[config.mk]
export PLATFORM = sky130hd
export DESIGN_NAME = ast_packet_gen
export DESIGN_NICKNAME = d
export VERILOG_FILES = /design/src/rtl/ast_packet_gen.sv
export SDC_FILE = /design/constraint.sdc
export NUM_CORES = 1
export LEC_CHECK = 0
export CORE_MARGIN = 2
export CORE_UTILIZATION = 30
export DETAILED_ROUTE_END_ITERATION = 7
export REMOVE_ABC_BUFFERS = 1
export SYNTH_ARGS = -nofsm -noshare
export SYNTH_HDL_FRONTEND = slang
export SYNTH_SLANG_ARGS = --single-unit
export TNS_END_PERCENT = 100
[constraint.sdc]
create_clock -name clk_i -period 3.2 [get_ports clk_i]
set_input_delay 0.96 -clock clk_i [delete_from_list [all_inputs] [get_ports clk_i]]
set_output_delay 0.96 -clock clk_i [all_outputs]
set_load 0.005 [all_outputs]
[src/rtl/ast_packet_gen.sv]
// Avalon-ST packet source: takes one {len, channel, seed} command at a time and
// streams the packet MSB-byte-first with sop/eop/empty framing and an incrementing byte pattern.
module ast_packet_gen #(
  parameter int AST_DWIDTH    = 64,
  parameter int CHANNEL_WIDTH = 1,
  parameter int LEN_WIDTH     = 11,
  localparam int EMPTY_WIDTH  = ((AST_DWIDTH / 8) > 1) ? $clog2(AST_DWIDTH / 8) : 1
) (
  input  logic                     clk_i,
  input  logic                     srst_n_i,
  input  logic                     cmd_valid_i,
  output logic                     cmd_ready_o,
  input  logic [LEN_WIDTH-1:0]     cmd_len_i,
  input  logic [CHANNEL_WIDTH-1:0] cmd_channel_i,
  input  logic [7:0]               cmd_seed_i,
  input  logic                     src_ready_i,
  output logic [AST_DWIDTH-1:0]    src_data_o,
  output logic                     src_valid_o,
  output logic                     src_startofpacket_o,
  output logic                     src_endofpacket_o,
  output logic [EMPTY_WIDTH-1:0]   src_empty_o,
  output logic [CHANNEL_WIDTH-1:0] src_channel_o,
  output logic                     err_o,
  output logic [15:0]              pkt_cnt_o
);

  localparam int BYTES   = AST_DWIDTH / 8;
  localparam int OFF_W   = LEN_WIDTH + 1;
  localparam int MIN_LEN = 60;
  localparam int MAX_LEN = 1514;

  typedef enum logic [0:0] {IDLE_S, SEND_S} state_t;

  state_t                   state_q, state_nxt;
  logic [LEN_WIDTH-1:0]     len_q, len_nxt;
  logic [7:0]               seed_q, seed_nxt;
  logic [OFF_W-1:0]         off_q, off_nxt, off_adv;
  logic [AST_DWIDTH-1:0]    data_p1, data_nxt;
  logic                     vld_p1, vld_nxt;
  logic                     sop_p1, sop_nxt;
  logic                     eop_p1, eop_nxt;
  logic [EMPTY_WIDTH-1:0]   empty_p1, empty_nxt;
  logic [CHANNEL_WIDTH-1:0] chan_p1, chan_nxt;
  logic [15:0]              cnt_q, cnt_nxt;
  logic                     err_q, err_nxt;
  logic                     last_w;
  logic                     len_ok;

  // Word starting at byte offset off; bytes at or past len are zero.
  function automatic logic [AST_DWIDTH-1:0] build_word(input logic [7:0] seed,
                                                       input logic [OFF_W-1:0] off,
                                                       input logic [LEN_WIDTH-1:0] len);
    logic [OFF_W-1:0] k;
    build_word = '0;
    for (int j = 0; j < BYTES; j++) begin
      k = off + OFF_W'(j);
      if (k < {1'b0, len})
        build_word[AST_DWIDTH-1-8*j -: 8] = seed + k[7:0];
    end
  endfunction

  function automatic logic is_last(input logic [OFF_W-1:0] off, input logic [LEN_WIDTH-1:0] len);
    return (off + OFF_W'(BYTES)) >= {1'b0, len};
  endfunction

  // Only meaningful on the eop word, where the difference is below BYTES.
  function automatic logic [EMPTY_WIDTH-1:0] empty_of(input logic [OFF_W-1:0] off,
                                                      input logic [LEN_WIDTH-1:0] len);
    logic [OFF_W-1:0] span;
    span = off + OFF_W'(BYTES) - {1'b0, len};
    return span[EMPTY_WIDTH-1:0];
  endfunction

  assign len_ok = (int'(cmd_len_i) >= MIN_LEN) && (int'(cmd_len_i) <= MAX_LEN);

  always_comb begin
    state_nxt   = state_q;
    len_nxt     = len_q;
    seed_nxt    = seed_q;
    off_nxt     = off_q;
    off_adv     = off_q + OFF_W'(BYTES);
    data_nxt    = data_p1;
    vld_nxt     = vld_p1;
    sop_nxt     = sop_p1;
    eop_nxt     = eop_p1;
    empty_nxt   = empty_p1;
    chan_nxt    = chan_p1;
    cnt_nxt     = cnt_q;
    err_nxt     = 1'b0;
    last_w      = 1'b0;
    cmd_ready_o = (state_q == IDLE_S);
    case (state_q)
      IDLE_S: begin
        if (cmd_valid_i) begin
          if (len_ok) begin
            last_w    = is_last('0, cmd_len_i);
            len_nxt   = cmd_len_i;
            seed_nxt  = cmd_seed_i;
            off_nxt   = '0;
            data_nxt  = build_word(cmd_seed_i, '0, cmd_len_i);
            vld_nxt   = 1'b1;
            sop_nxt   = 1'b1;
            eop_nxt   = last_w;
            empty_nxt = last_w ? empty_of('0, cmd_len_i) : '0;
            chan_nxt  = cmd_channel_i;
            state_nxt = SEND_S;
          end else begin
            err_nxt = 1'b1;
          end
        end
      end
      SEND_S: begin
        // Outputs only move on a transfer; otherwise they hold.
        if (vld_p1 && src_ready_i) begin
          if (eop_p1) begin
            vld_nxt   = 1'b0;
            sop_nxt   = 1'b0;
            eop_nxt   = 1'b0;
            empty_nxt = '0;
            data_nxt  = '0;
            cnt_nxt   = cnt_q + 16'd1;
            state_nxt = IDLE_S;
          end else begin
            last_w    = is_last(off_adv, len_q);
            off_nxt   = off_adv;
            data_nxt  = build_word(seed_q, off_adv, len_q);
            sop_nxt   = 1'b0;
            eop_nxt   = last_w;
            empty_nxt = last_w ? empty_of(off_adv, len_q) : '0;
          end
        end
      end
      default: state_nxt = IDLE_S;
    endcase
  end

  // Registered output stage
  always_ff @(posedge clk_i) begin
    if (!srst_n_i) begin
      state_q  <= IDLE_S;
      data_p1  <= '0;
      vld_p1   <= 1'b0;
      sop_p1   <= 1'b0;
      eop_p1   <= 1'b0;
      empty_p1 <= '0;
      chan_p1  <= '0;
      cnt_q    <= '0;
      err_q    <= 1'b0;
    end else begin
      state_q  <= state_nxt;
      data_p1  <= data_nxt;
      vld_p1   <= vld_nxt;
      sop_p1   <= sop_nxt;
      eop_p1   <= eop_nxt;
      empty_p1 <= empty_nxt;
      chan_p1  <= chan_nxt;
      cnt_q    <= cnt_nxt;
      err_q    <= err_nxt;
    end
  end

  // Packet context is reloaded on every accept, so it carries no reset.
  always_ff @(posedge clk_i) begin
    len_q  <= len_nxt;
    seed_q <= seed_nxt;
    off_q  <= off_nxt;
  end

  assign src_data_o          = data_p1;
  assign src_valid_o         = vld_p1;
  assign src_startofpacket_o = sop_p1;
  assign src_endofpacket_o   = eop_p1;
  assign src_empty_o         = empty_p1;
  assign src_channel_o       = chan_p1;
  assign err_o               = err_q;
  assign pkt_cnt_o           = cnt_q;

endmodule

Word-level counts from Yosys, hierarchy flattened
Index checks and enable logic that the tools add are counted.
{"block": "word_totals", "regBits": 120, "input_bits": 24, "output_inout_bits": 89, "wordCells": 126}
{"block": "classes", "addsub": 27, "order_cmp": 20, "eq_ne": 5, "n_mux": 51, "n_bitwise": 3, "reduce_logical": 8}
{"operator": "two-way mux 64 bit", "count": 4}
{"operator": "two-way mux 8 bit", "count": 16}
{"operator": "one-hot mux 64 bit (2 select lines)", "count": 1}
{"operator": "less-than comparator 12 x 11 -> 1 bit", "count": 8}
{"operator": "adder 8 bit", "count": 8}
{"operator": "adder 12 x 3 -> 12 bit, second input constant", "count": 4}
{"operator": "two-way mux 12 bit", "count": 4}
{"operator": "less-than comparator 3 x 11 -> 1 bit, first input constant", "count": 4}
{"operator": "adder 8 x 3 -> 8 bit, second input constant", "count": 4}
{"operator": "adder 12 x 2 -> 12 bit, second input constant", "count": 2}
{"operator": "adder 12 x 4 -> 12 bit, second input constant", "count": 2}
{"operator": "one-hot mux 12 bit (2 select lines)", "count": 1}
{"operator": "less-than comparator 1 x 11 -> 1 bit, first input constant", "count": 2}
{"operator": "less-than comparator 2 x 11 -> 1 bit, first input constant", "count": 2}
{"operator": "two-way mux 3 bit", "count": 6}
{"operator": "adder 16 x 1 -> 16 bit, second input constant", "count": 1}
{"operator": "adder 8 x 2 -> 8 bit, second input constant", "count": 2}
{"operator": "two-way mux 1 bit", "count": 14}
{"operator": "adder 12 x 1 -> 12 bit, second input constant", "count": 1}
{"operator": "greater-or-equal comparator 12 x 11 -> 1 bit", "count": 1}
{"operator": "greater-or-equal comparator 11 x 6 -> 1 bit, second input constant", "count": 1}
{"operator": "greater-or-equal comparator 4 x 11 -> 1 bit, first input constant", "count": 1}
{"operator": "less-or-equal comparator 11 bit, second input constant", "count": 1}
{"operator": "AND reduction 3 bit", "count": 3}
{"operator": "11 further kinds", "count": 21}

Longest topological paths before layout
Gate-level depths: netlist (run 1).
{"block": "depth", "depth_word": 7, "depth_mapped": 14, "ltp_nobuf": 12}

Worst setup path before layout (run 1)
Ideal clock, no wire load.
{"block": "synth_timing", "kind": "register to register", "start": "reg off_q[4]", "end": "reg data_p1[50], in the netlist src_data_o[50]", "setup_ps": 60, "arrival_ps": 3206, "required_ps": 3140, "setup_slack_ps": -67, "stages_incl_launch_ff": 14, "n_path_buf": 1, "period_less_slack_ps": 3267, "cell_sequence": "edfxtp_1 -> ha_1 -> nand3_2 -> o21a_1 -> nor2_1 -> inv_1 -> ha_1 -> a21o_1 -> a2111o_1 -> a2111oi_4 -> buf_6 -> o21a_4 -> and2b_1 -> o221a_1"}
{"block": "synth_between", "elab_chain_cells": 7}
{"element": "start: declaration", "line": "37", "source": "logic [OFF_W-1:0] off_q, off_nxt, off_adv;"}
{"element": "start signal: assignment", "line": "166", "source": "off_q <= off_nxt;"}
{"element": "adder 12 x 4 -> 12 bit", "line": "81", "source": "off_adv = off_q + OFF_W'(BYTES);"}
{"element": "net off_adv[9]", "line": "37"}
{"element": "adder 12 x 1 -> 12 bit", "line": "56", "source": "k = off + OFF_W'(j);"}
{"element": "less-than comparator 12 x 11 -> 1 bit", "line": "57", "source": "if (k < {1'b0, len})"}
{"element": "two-way mux 8 bit", "line": "57"}
{"element": "two-way mux 64 bit", "line": "115", "source": "if (eop_p1) begin"}
{"element": "two-way mux 64 bit", "line": "114", "source": "if (vld_p1 && src_ready_i) begin"}
{"element": "one-hot mux 64 bit (2 select lines)", "line": "92", "source": "case (state_q)"}
{"element": "end signal: assignment", "line": "151", "source": "data_p1 <= data_nxt;"}
{"element": "end: declaration", "line": "38", "source": "logic [AST_DWIDTH-1:0] data_p1, data_nxt;"}
The timed path passes the listed nets, and every way through them passes these cells. The select of a mux whose other input is x is not followed.
A chain may end at the register's enable or synchronous reset.

Final worst setup path (run 1)
{"block": "layout_timing", "start": "reg off_q[4]", "end": "reg data_p1[25], in the netlist src_data_o[25]"}
{"block": "layout_between", "elab_chain_cells": 7}
{"element": "adder 12 x 4 -> 12 bit", "line": "81"}
{"element": "net off_adv[7]", "line": "37"}
{"element": "adder 12 x 3 -> 12 bit", "line": "56"}
{"element": "less-than comparator 12 x 11 -> 1 bit", "line": "57"}
{"element": "two-way mux 8 bit", "line": "57"}
{"element": "two-way mux 64 bit", "line": "115"}
{"element": "two-way mux 64 bit", "line": "114"}
{"element": "one-hot mux 64 bit (2 select lines)", "line": "92"}
The timed path passes the listed nets, and every way through them passes these cells. The select of a mux whose other input is x is not followed.

==> results of run 1 <==
-- cells in the final DEF (no fill, tap or decap), types with 8 or more instances in the layout --
cell | Yosys | layout
clkdlybuf4s50_1 | 0 | 111
buf_4 | 1 | 94
dfxtp_1 | 89 | 89
nor2_1 | 83 | 81
o21ai_0 | 78 | 77
a21oi_1 | 72 | 72
xnor2_1 | 60 | 60
inv_1 | 43 | 43
nand2_1 | 41 | 40
ha_1 | 43 | 40
xor2_1 | 39 | 39
edfxtp_1 | 28 | 28
a221oi_1 | 30 | 26
nand3_1 | 22 | 22
and2_1 | 18 | 19
clkbuf_16 | 0 | 17
nand4_1 | 13 | 13
nand3b_1 | 8 | 8
a21boi_0 | 8 | 8
-- area by class of cell --
cell class / instances / area (um2) / share of cell area, %
Tap cell: 319 / 399 / 3.99
Clock buffer: 17 / 425 / 4.26
Sequential cell: 117 / 2620 / 26.2
Multi-Input combinational cell: 617 / 4290 / 42.9
Inverter: 44 / 165 / 1.65
Clock inverter: 15 / 133 / 1.33
Timing Repair Buffer: 214 / 1960 / 19.6
-- stage by stage --
step	utilization, %	setup WS [ns]	instances	area (um2)
3_5_place_dp	39.6	-0.119	1306	9310
6_report	42.5	0.125	1343	10000
4_1_cts	42.0	0.0142	1339	9890
3_3_place_gp	39.6	-0.122	1306	9310
2_1_floorplan	-	-0.622	778	6990
5_1_grt	42.5	-0.0161	1343	10000
-- flip-flops by register name, summed over array words and instances, names as in the netlist, 3 cells and up --
| name | cells |
|---|---|
| seed_q | 8 |
| len_q | 11 |
| pkt_cnt_o | 16 |
| src_empty_o | 3 |
| src_data_o | 64 |
| off_q | 9 |
-- metal layers --
metal / track usage (%) / part of all wire (%) / up-vias
li1: - / - / 3313
met1: 23.6 / 45 / 3213
met2: 30.0 / 48 / 228
met3: 3.96 / 5.2 / 33
met4: 5.33 / 1.8 / 0
met5: 0 / 0 / -
-- report_power, final --
part,total (uW),internal [uW],switching (uW)
combinational,1370,650,716
clock,1820,1070,749
sequential,1710,1640,71.7
-- worst paths after layout --
path,from,end,cells past startpoint
worst min-delay path,src_channel_o,src_channel_o,2
worst min register to register,src_channel_o,src_channel_o,2
worst max-delay path,off_q[4],src_data_o[25],15
worst max register to register,off_q[4],src_data_o[25],15
-- logic make-up (layout without fill, tap and decap cells) --
logic type,count (synthesis),after routing,share of synthesized area [%]
AOI/OAI and AO/OA,240,240,21.5
xor gates and xnor gates,101,101,12.8
adders and majority gates,45,45,8.02
buffers and inverters,94,290,5.41
DFF,117,117,36.4
and+or+nand+nor,231,231,15.9
-- critical path: stages (launching register included) --
cell	delay, ns
edfxtp_1	0.36
ha_2	0.21
nand3_4	0.10
buf_4	0.18
xnor2_4	0.17
inv_1	0.10
ha_1	0.32
nand2_1	0.05
o21ai_0	0.35
a2111oi_4	0.14
buf_6	0.17
nor2b_1	0.13
buf_4	0.16
buf_4	0.15
a221oi_1	0.31
nor2_1	0.09
-- timing repair --
| action | CTS | global route |
|---|---|---|
| cloned | 0 | 0 |
| gates resized for setup | 3 | 19 |
| buffers inserted | 1 | 4 |
| pin swaps | 1 | 10 |
| endpoints found under the setup margin | 44 | 65 |
==> results.yml, run 1 <==
drt:
  detail_route.first_pass.iterations: 5
  detail_route.iter0.violations: 476
  wl_um: 23100
  dr_total_vias: 6787
  postRouteAntennaNets: 0
  via_per_inst: 5.05
  wl_per_cell_um: 17.2
  drc: 0
sta:
  fin_worst_skew_ns: 0.0107
  slew_headroom_pct: 42.4
  finalSetupViolCount: 0
  fin_tns_setup_ns: 0
  slew_viol_final: 0
  hold_ws_ns: 0.470
  finalCritPeriodShare_pct: 96.1
  tightestPinTransition_ns: 0.864
  fin_crit_ns: 3.08
  fmaxAchievable_mhz: 325
  hold_viol_final: 0
min_path:
  hold_class: "register to register"
yosys:
  synth_edf_count: 28
  ys_top_cells_by_area: "dfxtp_1, edfxtp_1, ha_1"
  netlist_instances: 828
  synth_top_cell_by_area: "dfxtp_1"
  yosysMostFrequentCell: "dfxtp_1"
  syn_area_mm2: 0.00721
  ys.warnings.count: 0
  ys_seq_elements: 117
  synthDistinctLibCells: 64
  async_flop_share_pct: 0
  syn_avg_cell_area_um2: 8.71
  synth-seq-area-share_pct: 36.4
  synth_top_area_share_pct: 24.7
  synthTopCellsByCount: "dfxtp_1, nor2_1, o21ai_0"
  synth_ff_type: "dfxtp_1"
floorplanning:
  start_util_pct: 30.6
  pin_count: 113
  die_h_um: 159
  die_area_mm2: 0.0253
  rows: 56
  core_area_mm2: 0.0235
  fp.dieW_um: 159
place:
  finalWeightedCongestion: 0.902
  dp_hpwl_um: 17000
  io_buffers: 112
final_layout:
  fin_nets: 1080
  antenna_cells: 0
  area_delta_synth_final_pct: 38.6
  drive_gt1_share_pct: 16.4
  fill_cells: 2371
worst_setup_path:
  cp-start-kind: "register"
  arrival_ns: 3.38
  critPathRequiredTime_ns: 3.51
  crit_type: "register to register"
  cp_max_fo: 6
  cp-end-kind: "register"
  r2r_setup_slack_ns: 0.12
global_routing:
  grt_overflow: 0
  grt_pass1_wl_um: 36200
  antenna_found_initial: 0
  grt_max_degree: 50
  grt_pass1_vias: 6515
  grt_use_total_pct: 18.1
power_and_ir_drop:
  ir_worst_vdd_uv: 253
  p_leak_uw: 0.00399
  power_density_mw_per_mm2: 490
  total_power_uw: 4890
clock_network:
  root_buffer: "clkbuf_16"
  cts_tree: "yes"
  cts.sinks: 117
  cts-buffers-inserted: 17
  cts_hold_buffers: 0
  cts_buffer_depth: 2
  path_clk_slew_ns: 0.06
  insertion_delay_ns: 0.43
  htreeDepth: 4
job:
  drv_cap: 0
run_status:
  status: "finished, final reports clean"
(Power assumes the default switching activity.)
==> run 2: changes to the inputs <==
--- a/config.mk
+++ b/config.mk
@@ -5,6 +5,7 @@
 export SDC_FILE = /design/constraint.sdc
 export NUM_CORES = 1
 export LEC_CHECK = 0
+export ABC_CLOCK_PERIOD_IN_PS = 3200
 export CORE_MARGIN = 2
 export CORE_UTILIZATION = 30
 export DETAILED_ROUTE_END_ITERATION = 7
==> results of run 2 <==
No change in the layout: final DEF, timing and power equal those of run 1.
